[src/rtl/polaris_pkg.sv]
// ---------------------------------------------------------------------------
// polaris_pkg
//   Shared constants and types for the Polaris instruction-fetch unit.
//   ISIZ_*            encodings of the I-master bus size field
//   RESET_VEC_DEFAULT default first fetch address after reset
//   fetch_state_t     fetch FSM states
// ---------------------------------------------------------------------------
package polaris_pkg;

  localparam logic [1:0]  ISIZ_NONE         = 2'b00;
  localparam logic [1:0]  ISIZ_WORD         = 2'b10;
  localparam logic [63:0] RESET_VEC_DEFAULT = 64'hFFFF_FFFF_FFFF_FF00;

  typedef enum logic [1:0] {
    BOOT,
    FETCH,
    STALL
  } fetch_state_t;

endpackage

[src/rtl/polaris_ifetch_if.sv]
// ---------------------------------------------------------------------------
// polaris_ifetch_if
//   I-master bus between the fetch unit (master) and instruction memory (slave).
//   iadr  fetch address, zero while idle
//   isiz  2'b10 = 32-bit request active, 2'b00 = idle
//   iack  acknowledge, only meaningful while isiz != 0
//   idat  instruction word, valid with iack
// ---------------------------------------------------------------------------
interface polaris_ifetch_if #(
  parameter int AW = 64
);
  logic [AW-1:0] iadr;
  logic [1:0]    isiz;
  logic          iack;
  logic [31:0]   idat;

  modport master (output iadr, isiz, input iack, idat);
  modport slave  (input iadr, isiz, output iack, idat);
endinterface

[src/rtl/polaris_fetch_fifo.sv]
// ---------------------------------------------------------------------------
// polaris_fetch_fifo
//   Synchronous FIFO with a registered head entry.
//   clk_i, reset_ni  clock / asynchronous active-low reset
//   push_i, wdata_i  write one entry (ignored while flush_i)
//   pop_i            drop the head entry (ignored when empty or flushing)
//   flush_i          empty the FIFO; wins over push and pop
//   valid_o, head_o  head entry and its valid flag, both straight from flops
//   count_o          number of stored entries, 0..DEPTH
// ---------------------------------------------------------------------------
module polaris_fetch_fifo #(
  parameter int W     = 96,
  parameter int DEPTH = 4
) (
  input  logic                         clk_i,
  input  logic                         reset_ni,
  input  logic                         push_i,
  input  logic [W-1:0]                 wdata_i,
  input  logic                         pop_i,
  input  logic                         flush_i,
  output logic                         valid_o,
  output logic [W-1:0]                 head_o,
  output logic [$clog2(DEPTH+1)-1:0]   count_o
);

  localparam int PW = $clog2(DEPTH);
  localparam int CW = $clog2(DEPTH + 1);

  logic [W-1:0]  mem [DEPTH];
  logic [PW-1:0] rd_ptr_q, rd_ptr_d, wr_ptr_q;
  logic [CW-1:0] count_q, count_d;
  logic [W-1:0]  head_q, head_d;
  logic          valid_q;
  logic          do_push, do_pop;

  always_comb begin
    // NOTE: every variable gets a default at the top of the block so no path
    // leaves it unassigned; that is what keeps this from inferring a latch.
    do_push  = push_i && !flush_i;
    do_pop   = pop_i && valid_q && !flush_i;
    rd_ptr_d = rd_ptr_q + PW'(do_pop);
    count_d  = count_q + CW'(do_push) - CW'(do_pop);
    head_d   = head_q;
    // The next head is either already stored, or is the word being written
    // right now into an otherwise empty queue.
    if (count_d != '0) begin
      head_d = (do_push && (rd_ptr_d == wr_ptr_q)) ? wdata_i : mem[rd_ptr_d];
    end
  end

  // NOTE: the storage array has no reset; an entry is only ever read after it
  // has been written, so clearing it would only cost reset routing.
  always_ff @(posedge clk_i) begin
    if (do_push) mem[wr_ptr_q] <= wdata_i;
  end

  // NOTE: sequential state uses non-blocking assignments so every flop samples
  // the pre-edge values, independent of statement order.
  always_ff @(posedge clk_i or negedge reset_ni) begin
    if (!reset_ni) begin
      rd_ptr_q <= '0;
      wr_ptr_q <= '0;
      count_q  <= '0;
      valid_q  <= 1'b0;
      head_q   <= '0;
    end else if (flush_i) begin
      rd_ptr_q <= '0;
      wr_ptr_q <= '0;
      count_q  <= '0;
      valid_q  <= 1'b0;
    end else begin
      rd_ptr_q <= rd_ptr_d;
      wr_ptr_q <= wr_ptr_q + PW'(do_push);
      count_q  <= count_d;
      valid_q  <= (count_d != '0);
      head_q   <= head_d;
    end
  end

  assign valid_o = valid_q;
  assign head_o  = head_q;
  assign count_o = count_q;

  // The fetch FSM stops requesting before the queue can overflow.
  a_no_overflow : assert property (@(posedge clk_i) disable iff (!reset_ni)
    !(push_i && !flush_i && !(pop_i && valid_q) && (count_q == CW'(DEPTH))));

endmodule

[src/rtl/polaris_ifetch.sv]
// ---------------------------------------------------------------------------
// polaris_ifetch
//   Instruction-fetch unit with a DEPTH-entry prefetch queue.
//   clk_i, reset_ni          clock / asynchronous active-low reset
//   ibus (master)            I-master bus: iadr, isiz out; iack, idat in
//   ir_valid_o, ir_o, ir_pc_o  queue head word and its address
//   ir_ready_i               consumer pops the head when ir_valid_o is high
//   redirect_i, redirect_pc_i  flush the queue and restart fetch (word aligned)
//   busy_o                   request outstanding or a stale response pending
// ---------------------------------------------------------------------------
module polaris_ifetch
  import polaris_pkg::*;
#(
  parameter int          AW        = 64,
  parameter int          DEPTH     = 4,
  parameter logic [63:0] RESET_VEC = RESET_VEC_DEFAULT
) (
  input  logic            clk_i,
  input  logic            reset_ni,
  polaris_ifetch_if.master ibus,
  output logic            ir_valid_o,
  output logic [31:0]     ir_o,
  output logic [AW-1:0]   ir_pc_o,
  input  logic            ir_ready_i,
  input  logic            redirect_i,
  input  logic [AW-1:0]   redirect_pc_i,
  output logic            busy_o
);

  localparam int W  = AW + 32;
  localparam int CW = $clog2(DEPTH + 1);

  fetch_state_t  state_q;
  logic [AW-1:0] fpc_q, fpc_d, iadr_q, redirect_pc;
  logic [1:0]    isiz_q;
  logic          discard_q;
  logic          ack, push, pop_fire, will_fill;
  logic [CW-1:0] fifo_count;
  logic [W-1:0]  fifo_head;

  assign redirect_pc = redirect_pc_i & ~AW'(3);
  assign ack         = (state_q == FETCH) && ibus.iack;
  // A redirect or a pending discard turns the acked word into a drop.
  assign push        = ack && !discard_q && !redirect_i;
  assign pop_fire    = ir_valid_o && ir_ready_i;
  assign will_fill   = push && !pop_fire && (fifo_count == CW'(DEPTH - 1));

  // fpc is the next address to request; after a discarded request it already
  // holds the redirect target, so the stale ack must not advance it.
  always_comb begin
    fpc_d = fpc_q;
    if (redirect_i)              fpc_d = redirect_pc;
    else if (ack && !discard_q)  fpc_d = fpc_q + AW'(4);
  end

  always_ff @(posedge clk_i or negedge reset_ni) begin
    if (!reset_ni) begin
      state_q   <= BOOT;
      fpc_q     <= RESET_VEC[AW-1:0];
      discard_q <= 1'b0;
      isiz_q    <= ISIZ_NONE;
      iadr_q    <= '0;
    end else begin
      fpc_q <= fpc_d;
      case (state_q)
        BOOT: begin
          state_q <= FETCH;
          isiz_q  <= ISIZ_WORD;
          iadr_q  <= fpc_d;
        end
        FETCH: begin
          if (ibus.iack) begin
            discard_q <= 1'b0;
            if (will_fill) begin
              state_q <= STALL;
              isiz_q  <= ISIZ_NONE;
              iadr_q  <= '0;
            end else begin
              iadr_q  <= fpc_d;
            end
          end else if (redirect_i) begin
            // The bus request cannot be withdrawn; let it finish and drop it.
            discard_q <= 1'b1;
          end
        end
        STALL: begin
          if (redirect_i || (fifo_count < CW'(DEPTH))) begin
            state_q <= FETCH;
            isiz_q  <= ISIZ_WORD;
            iadr_q  <= fpc_d;
          end
        end
        default: begin
          state_q <= BOOT;
          isiz_q  <= ISIZ_NONE;
          iadr_q  <= '0;
        end
      endcase
    end
  end

  polaris_fetch_fifo #(
    .W     (W),
    .DEPTH (DEPTH)
  ) u_fifo (
    .clk_i    (clk_i),
    .reset_ni (reset_ni),
    .push_i   (push),
    .wdata_i  ({iadr_q, ibus.idat}),
    .pop_i    (ir_ready_i),
    .flush_i  (redirect_i),
    .valid_o  (ir_valid_o),
    .head_o   (fifo_head),
    .count_o  (fifo_count)
  );

  assign ibus.iadr = iadr_q;
  assign ibus.isiz = isiz_q;
  assign ir_o      = fifo_head[31:0];
  assign ir_pc_o   = fifo_head[W-1:32];
  assign busy_o    = (isiz_q != ISIZ_NONE) || discard_q;

endmodule

[src/flat_wrapper.sv]
// flat-port wrapper written by rule: the top's interface ports become plain ports
module polaris_ifetch_flat import polaris_pkg::*;
#(
  parameter int          AW        = 64,
  parameter int          DEPTH     = 4,
  parameter logic [63:0] RESET_VEC = RESET_VEC_DEFAULT
)
  (clk_i, reset_ni, ir_valid_o, ir_o, ir_pc_o, ir_ready_i, redirect_i, redirect_pc_i, busy_o, ibus_iadr, ibus_isiz, ibus_iack, ibus_idat);
  polaris_ifetch_if #(.AW(AW)) ibus_i ();
  input  logic clk_i;
  input  logic reset_ni;
  output logic ir_valid_o;
  output logic [31:0] ir_o;
  output logic [AW-1:0] ir_pc_o;
  input  logic ir_ready_i;
  input  logic redirect_i;
  input  logic [AW-1:0] redirect_pc_i;
  output logic busy_o;
  output wire logic [$bits(ibus_i.iadr)-1:0] ibus_iadr;
  output wire logic [$bits(ibus_i.isiz)-1:0] ibus_isiz;
  input wire logic [$bits(ibus_i.iack)-1:0] ibus_iack;
  input wire logic [$bits(ibus_i.idat)-1:0] ibus_idat;
  assign ibus_iadr = ibus_i.iadr;
  assign ibus_isiz = ibus_i.isiz;
  assign ibus_i.iack = ibus_iack;
  assign ibus_i.idat = ibus_idat;
  polaris_ifetch #(.AW(AW), .DEPTH(DEPTH), .RESET_VEC(RESET_VEC)) u_core (.clk_i(clk_i), .reset_ni(reset_ni), .ibus(ibus_i), .ir_valid_o(ir_valid_o), .ir_o(ir_o), .ir_pc_o(ir_pc_o), .ir_ready_i(ir_ready_i), .redirect_i(redirect_i), .redirect_pc_i(redirect_pc_i), .busy_o(busy_o));
endmodule
[config.mk]
export PLATFORM = sky130hd
export DESIGN_NAME = polaris_ifetch_flat
export DESIGN_NICKNAME = d
export VERILOG_FILES = /design/src/rtl/polaris_pkg.sv /design/src/rtl/polaris_ifetch_if.sv /design/src/rtl/polaris_fetch_fifo.sv /design/src/rtl/polaris_ifetch.sv /design/src/flat_wrapper.sv
export SDC_FILE = /design/constraint.sdc
export NUM_CORES = 1
export LEC_CHECK = 0
export BUFFER_PORTS_ARGS = -buffer_cell sky130_fd_sc_hd__buf_4
export CAP_MARGIN = 20
export CORE_MARGIN = 1.5
export CORE_UTILIZATION = 40
export CTS_CLUSTER_DIAMETER = 30
export DETAILED_ROUTE_END_ITERATION = 8
export HOLD_SLACK_MARGIN = 0.03
export PLACE_DENSITY = 0.66
export RECOVER_POWER = 50
export SLEW_MARGIN = 20
export SYNTH_ARGS = -nofsm -noshare
export SYNTH_HDL_FRONTEND = slang
export SYNTH_SLANG_ARGS = --single-unit
[constraint.sdc]
create_clock -name clk_i -period 9.3 [get_ports clk_i]
set_input_delay 0.93 -clock clk_i [delete_from_list [all_inputs] [get_ports clk_i]]
set_output_delay 0.93 -clock clk_i [all_outputs]
set_load 0.01 [all_outputs]
==> flow_metrics.tcl <==
set metrics [dict create \
    failed_checks "max-capacitance violations, max-slew violations" \
    cts_max_level 3 \
    die_w_um 254 \
    io-pin-count 265 \
    postCtsHoldBufs 0 \
    placement.cell_area_mm2 0.0280 \
    min_period_ns 6.20 \
    maxCapViolCount 3 \
    cts.root.buffer_cell "sky130_fd_sc_hd__clkbuf_16" \
    layout-area-overhead-vs-synth_pct 26.8 \
    required_ns 9.87 \
    floorplan.rows 91 \
    worst_setup_hold_path_clk_slew_ns 0.05 \
    syn-cell-area_mm2 0.0251 \
    ctsLongestPathBuffers 3 \
    first_global_vias 15900 \
    tightestPinTransition_ns 5.51 \
    cts_buffers 121 \
    final_sum_of_negative_setup_slack_ns 0 \
    yosysWarningCount 0 \
    run_status "finished with violations" \
    rsz0062_at_grt "no" \
    die_area_mm2 0.0644 \
    ir_worst_vdd_uv 153 \
    seq_area_frac_synth_pct 69.6 \
    routed_wire_length_per_instance_um 22.0 \
    synth_area_per_cell_um2 15.7 \
    via_count 15200 \
    routed_wl_mm 63.1 \
    gr-total-overflow 0 \
    p_per_area_mw_per_mm2 293 \
    setup_viol 0 \
    antenna_violating_nets_post_route 0 \
    worstSetupEndpointType "register" \
    initial_utilization_pct 40.6 \
    yosys_reg_bits 620 \
    firstDrtPassIters 5 \
    tot_gr_track_use_pct 19.8 \
    worst-setup-path-type "in2reg" \
    async_reset_ff_share_pct 38.1 \
    die_h_um 254 \
    grt_max_degree 152 \
    worst_ep_arrival_time_ns 6.76 \
    postCtsSetupRepairBufs 0 \
    critical_path_peak_fanout 71 \
    synth_enable_flop_cells 384 \
    post_drt_via_cell_ratio 5.31 \
    post-route-drc-count 0 \
    grt_first_pass_wirelength_mm 96.0 \
    timing.hold.worst.class "in2reg" \
    p_leak_uw 0.0120 \
    number_of_cells_upsized_or_downsized_after_cts 0 \
    fin_nets 2025 \
    ys_dominant_reg_cell "sky130_fd_sc_hd__edfxtp_1" \
    design_area_mm2 0.0319 \
    share_of_cells_above_drive_strength_1_pct 29.4 \
    cts_tree "built" \
    synth.net_count 1712 \
    start_kind "input pin" \
    place.port_buffers 261 \
    yosys.cell_types.count 65 \
    sink_count 620 \
    skew_pair_late_insertion_delay_ns 0.66 \
    syn_inst 1605 \
    final_max_slew_viol_count 231 \
    hold_viol_final 0 \
    core_area_mm2 0.0619 \
    drt-initial-drc-count 978 \
    achievable-frequency_mhz 161 \
    gp_congestion 0.768 \
    antenna_found_initial 7 \
    clock_skew_ns 0.0177 \
    half_perimeter_wire_length_of_the_detailed_placement_result_mm 37.1 \
    fillers 5219 \
    relSlewSlack_pct -267 \
    final_critical_path_share_of_the_clock_period_pct 66.6 \
]
synthesized netlist by cell type, types with 3 or more instances:
library cell,count,area [um^2]
sky130_fd_sc_hd__and3_2,5,37.5
sky130_fd_sc_hd__buf_2,17,85.1
sky130_fd_sc_hd__o31ai_1,3,22.5
sky130_fd_sc_hd__nor3_1,14,70.1
sky130_fd_sc_hd__or4_1,4,30.0
sky130_fd_sc_hd__mux2_2,7,78.8
sky130_fd_sc_hd__a22o_1,28,245
sky130_fd_sc_hd__a22oi_1,32,240
sky130_fd_sc_hd__clkbuf_1,62,233
sky130_fd_sc_hd__nor2b_1,4,25.0
sky130_fd_sc_hd__dfrtp_1,180,4500
sky130_fd_sc_hd__o21ai_1,12,60.1
sky130_fd_sc_hd__o21ai_0,44,220
sky130_fd_sc_hd__nand4_1,13,81.3
sky130_fd_sc_hd__mux4_2,96,2160
sky130_fd_sc_hd__nor4_4,6,128
sky130_fd_sc_hd__inv_1,13,48.8
sky130_fd_sc_hd__xnor2_1,45,394
sky130_fd_sc_hd__xor2_1,18,158
sky130_fd_sc_hd__mux2i_1,98,981
sky130_fd_sc_hd__nand2_1,52,195
sky130_fd_sc_hd__nor4_1,9,56.3
sky130_fd_sc_hd__ha_1,5,62.6
sky130_fd_sc_hd__a21oi_1,132,661
sky130_fd_sc_hd__dfstp_2,56,1470
sky130_fd_sc_hd__edfxtp_1,384,11500
sky130_fd_sc_hd__and2_1,4,25.0
sky130_fd_sc_hd__or2_2,3,18.8
sky130_fd_sc_hd__nand3_1,31,155
sky130_fd_sc_hd__and3_1,10,62.6
sky130_fd_sc_hd__buf_1,9,33.8
sky130_fd_sc_hd__and4_1,6,52.6
sky130_fd_sc_hd__nor2_1,161,604
sequential cells by signal (all words and copies together), names as in the netlist:
signal	cells
u_core.discard_q	1
u_core.u_fifo.valid_o	1
u_core.ibus.iadr	64
u_core.u_fifo.head_o	96
u_core.u_fifo.mem	384
u_core.u_fifo.count_o	3
u_core.u_fifo.rd_ptr_q	2
u_core.state_q	2
u_core.ibus.isiz	1
u_core.fpc_q	64
u_core.u_fifo.wr_ptr_q	2
metrics by stage:
stage          total power, uW  hold WS (ns)  worst slack (ns)  instances  utilization, %
2_1_floorplan             4420         0.481             0.797       1605               -
3_3_place_gp              5130         0.506              4.39       2631            45.3
3_5_place_dp              5180         0.515              4.30       2631            45.3
4_1_cts                   9540         0.303              4.96       2861            52.0
5_1_grt                   9730         0.491              2.66       2865            51.5
6_report                  9330         0.513              3.11       2865            51.5
kinds of logic (layout without fill, tap and decap cells):
family,count (synthesis),in the layout,synth area share (%)
mux,201,201,12.8
fa+ha+maj,6,6,0.328
other cells,1,4,0.0149
flops,620,620,69.6
simple gates,346,346,7.14
buf+inv,106,526,1.77
xor+xnor,63,63,2.19
compound gates,262,262,6.13
worst max-delay path, stage by stage:
cell	delay, ns
sky130_fd_sc_hd__clkbuf_1	2.03
sky130_fd_sc_hd__nor2_1	0.42
sky130_fd_sc_hd__ha_1	0.46
sky130_fd_sc_hd__inv_1	0.06
sky130_fd_sc_hd__ha_1	0.12
sky130_fd_sc_hd__inv_1	0.04
sky130_fd_sc_hd__fa_1	0.38
sky130_fd_sc_hd__xor2_1	0.17
sky130_fd_sc_hd__xnor2_1	0.18
sky130_fd_sc_hd__a31oi_4	0.20
sky130_fd_sc_hd__buf_4	0.66
sky130_fd_sc_hd__buf_4	0.70
sky130_fd_sc_hd__nor2_1	0.09
sky130_fd_sc_hd__a21oi_1	0.16
power breakdown:
| group | internal, uW | leakage, uW | switching [uW] | total [uW] |
|---|---|---|---|---|
| sequential | 3300 | 0.00619 | 247 | 3550 |
| combinational | 622 | 0.00388 | 836 | 1460 |
| clock | 2850 | 0.00198 | 1470 | 4320 |
path summary, 6_finish.rpt:
| check | start | end | slack (ns) | depth (start not counted) |
|---|---|---|---|---|
| min in group asynchronous | reset_ni | u_core.u_fifo.head_o[12] | 2.29 | 1 |
| min reg2reg | u_core.u_fifo.head_o[8] | u_core.u_fifo.head_o[8] | 0.53 | 2 |
| max | redirect_i | u_core.u_fifo.head_o[95] | 3.11 | 14 |
| max reg2reg | u_core.state_q[1] | u_core.u_fifo.head_o[95] | 5.04 | 14 |
| min | redirect_pc_i[30] | u_core.ibus.iadr[30] | 0.51 | 3 |
| max in group asynchronous | reset_ni | u_core.u_fifo.head_o[80] | 3.86 | 1 |
metal layers:
layer	global-route usage, %	part of all wire [%]
met3	4.49	5.6
met2	32.5	49
met4	6.68	2.2
met1	26.1	43
met5	0	0.075
cells in the final DEF (no fill, tap or decap), drive strengths merged, types with 4 or more instances in the layout:
cell type	synthesis	layout
a21oi	132	132
a22o	28	28
a22oi	32	32
and2	7	7
and3	15	15
and4	7	7
buf	29	187
bufinv	0	13
clkbuf	63	240
clkinv	1	42
clkinvlp	0	21
dfrtp	180	180
dfstp	56	56
edfxtp	384	384
ha	5	5
inv	13	23
mux2	7	7
mux2i	98	98
mux4	96	96
nand2	52	52
nand3	32	32
nand4	16	16
nor2	162	162
nor2b	4	4
nor3	14	14
nor4	17	17
o21ai	56	56
or2	4	4
or3	4	4
or4	5	5
xnor2	45	45
xor2	18	18
final cells by class:
type	count	area (um^2)	share of cell area, %
Sequential cell	620	17500	54.9
Multi-Input combinational cell	879	7310	22.9
Clock buffer	145	3240	10.2
Timing Repair Buffer	282	1790	5.62
Tap cell	837	1050	3.28
Clock inverter	85	928	2.91
Inverter	14	52.6	0.165
Antenna cell	3	7.51	0.0235
Note: power is estimated with default switching activity, not from simulation.
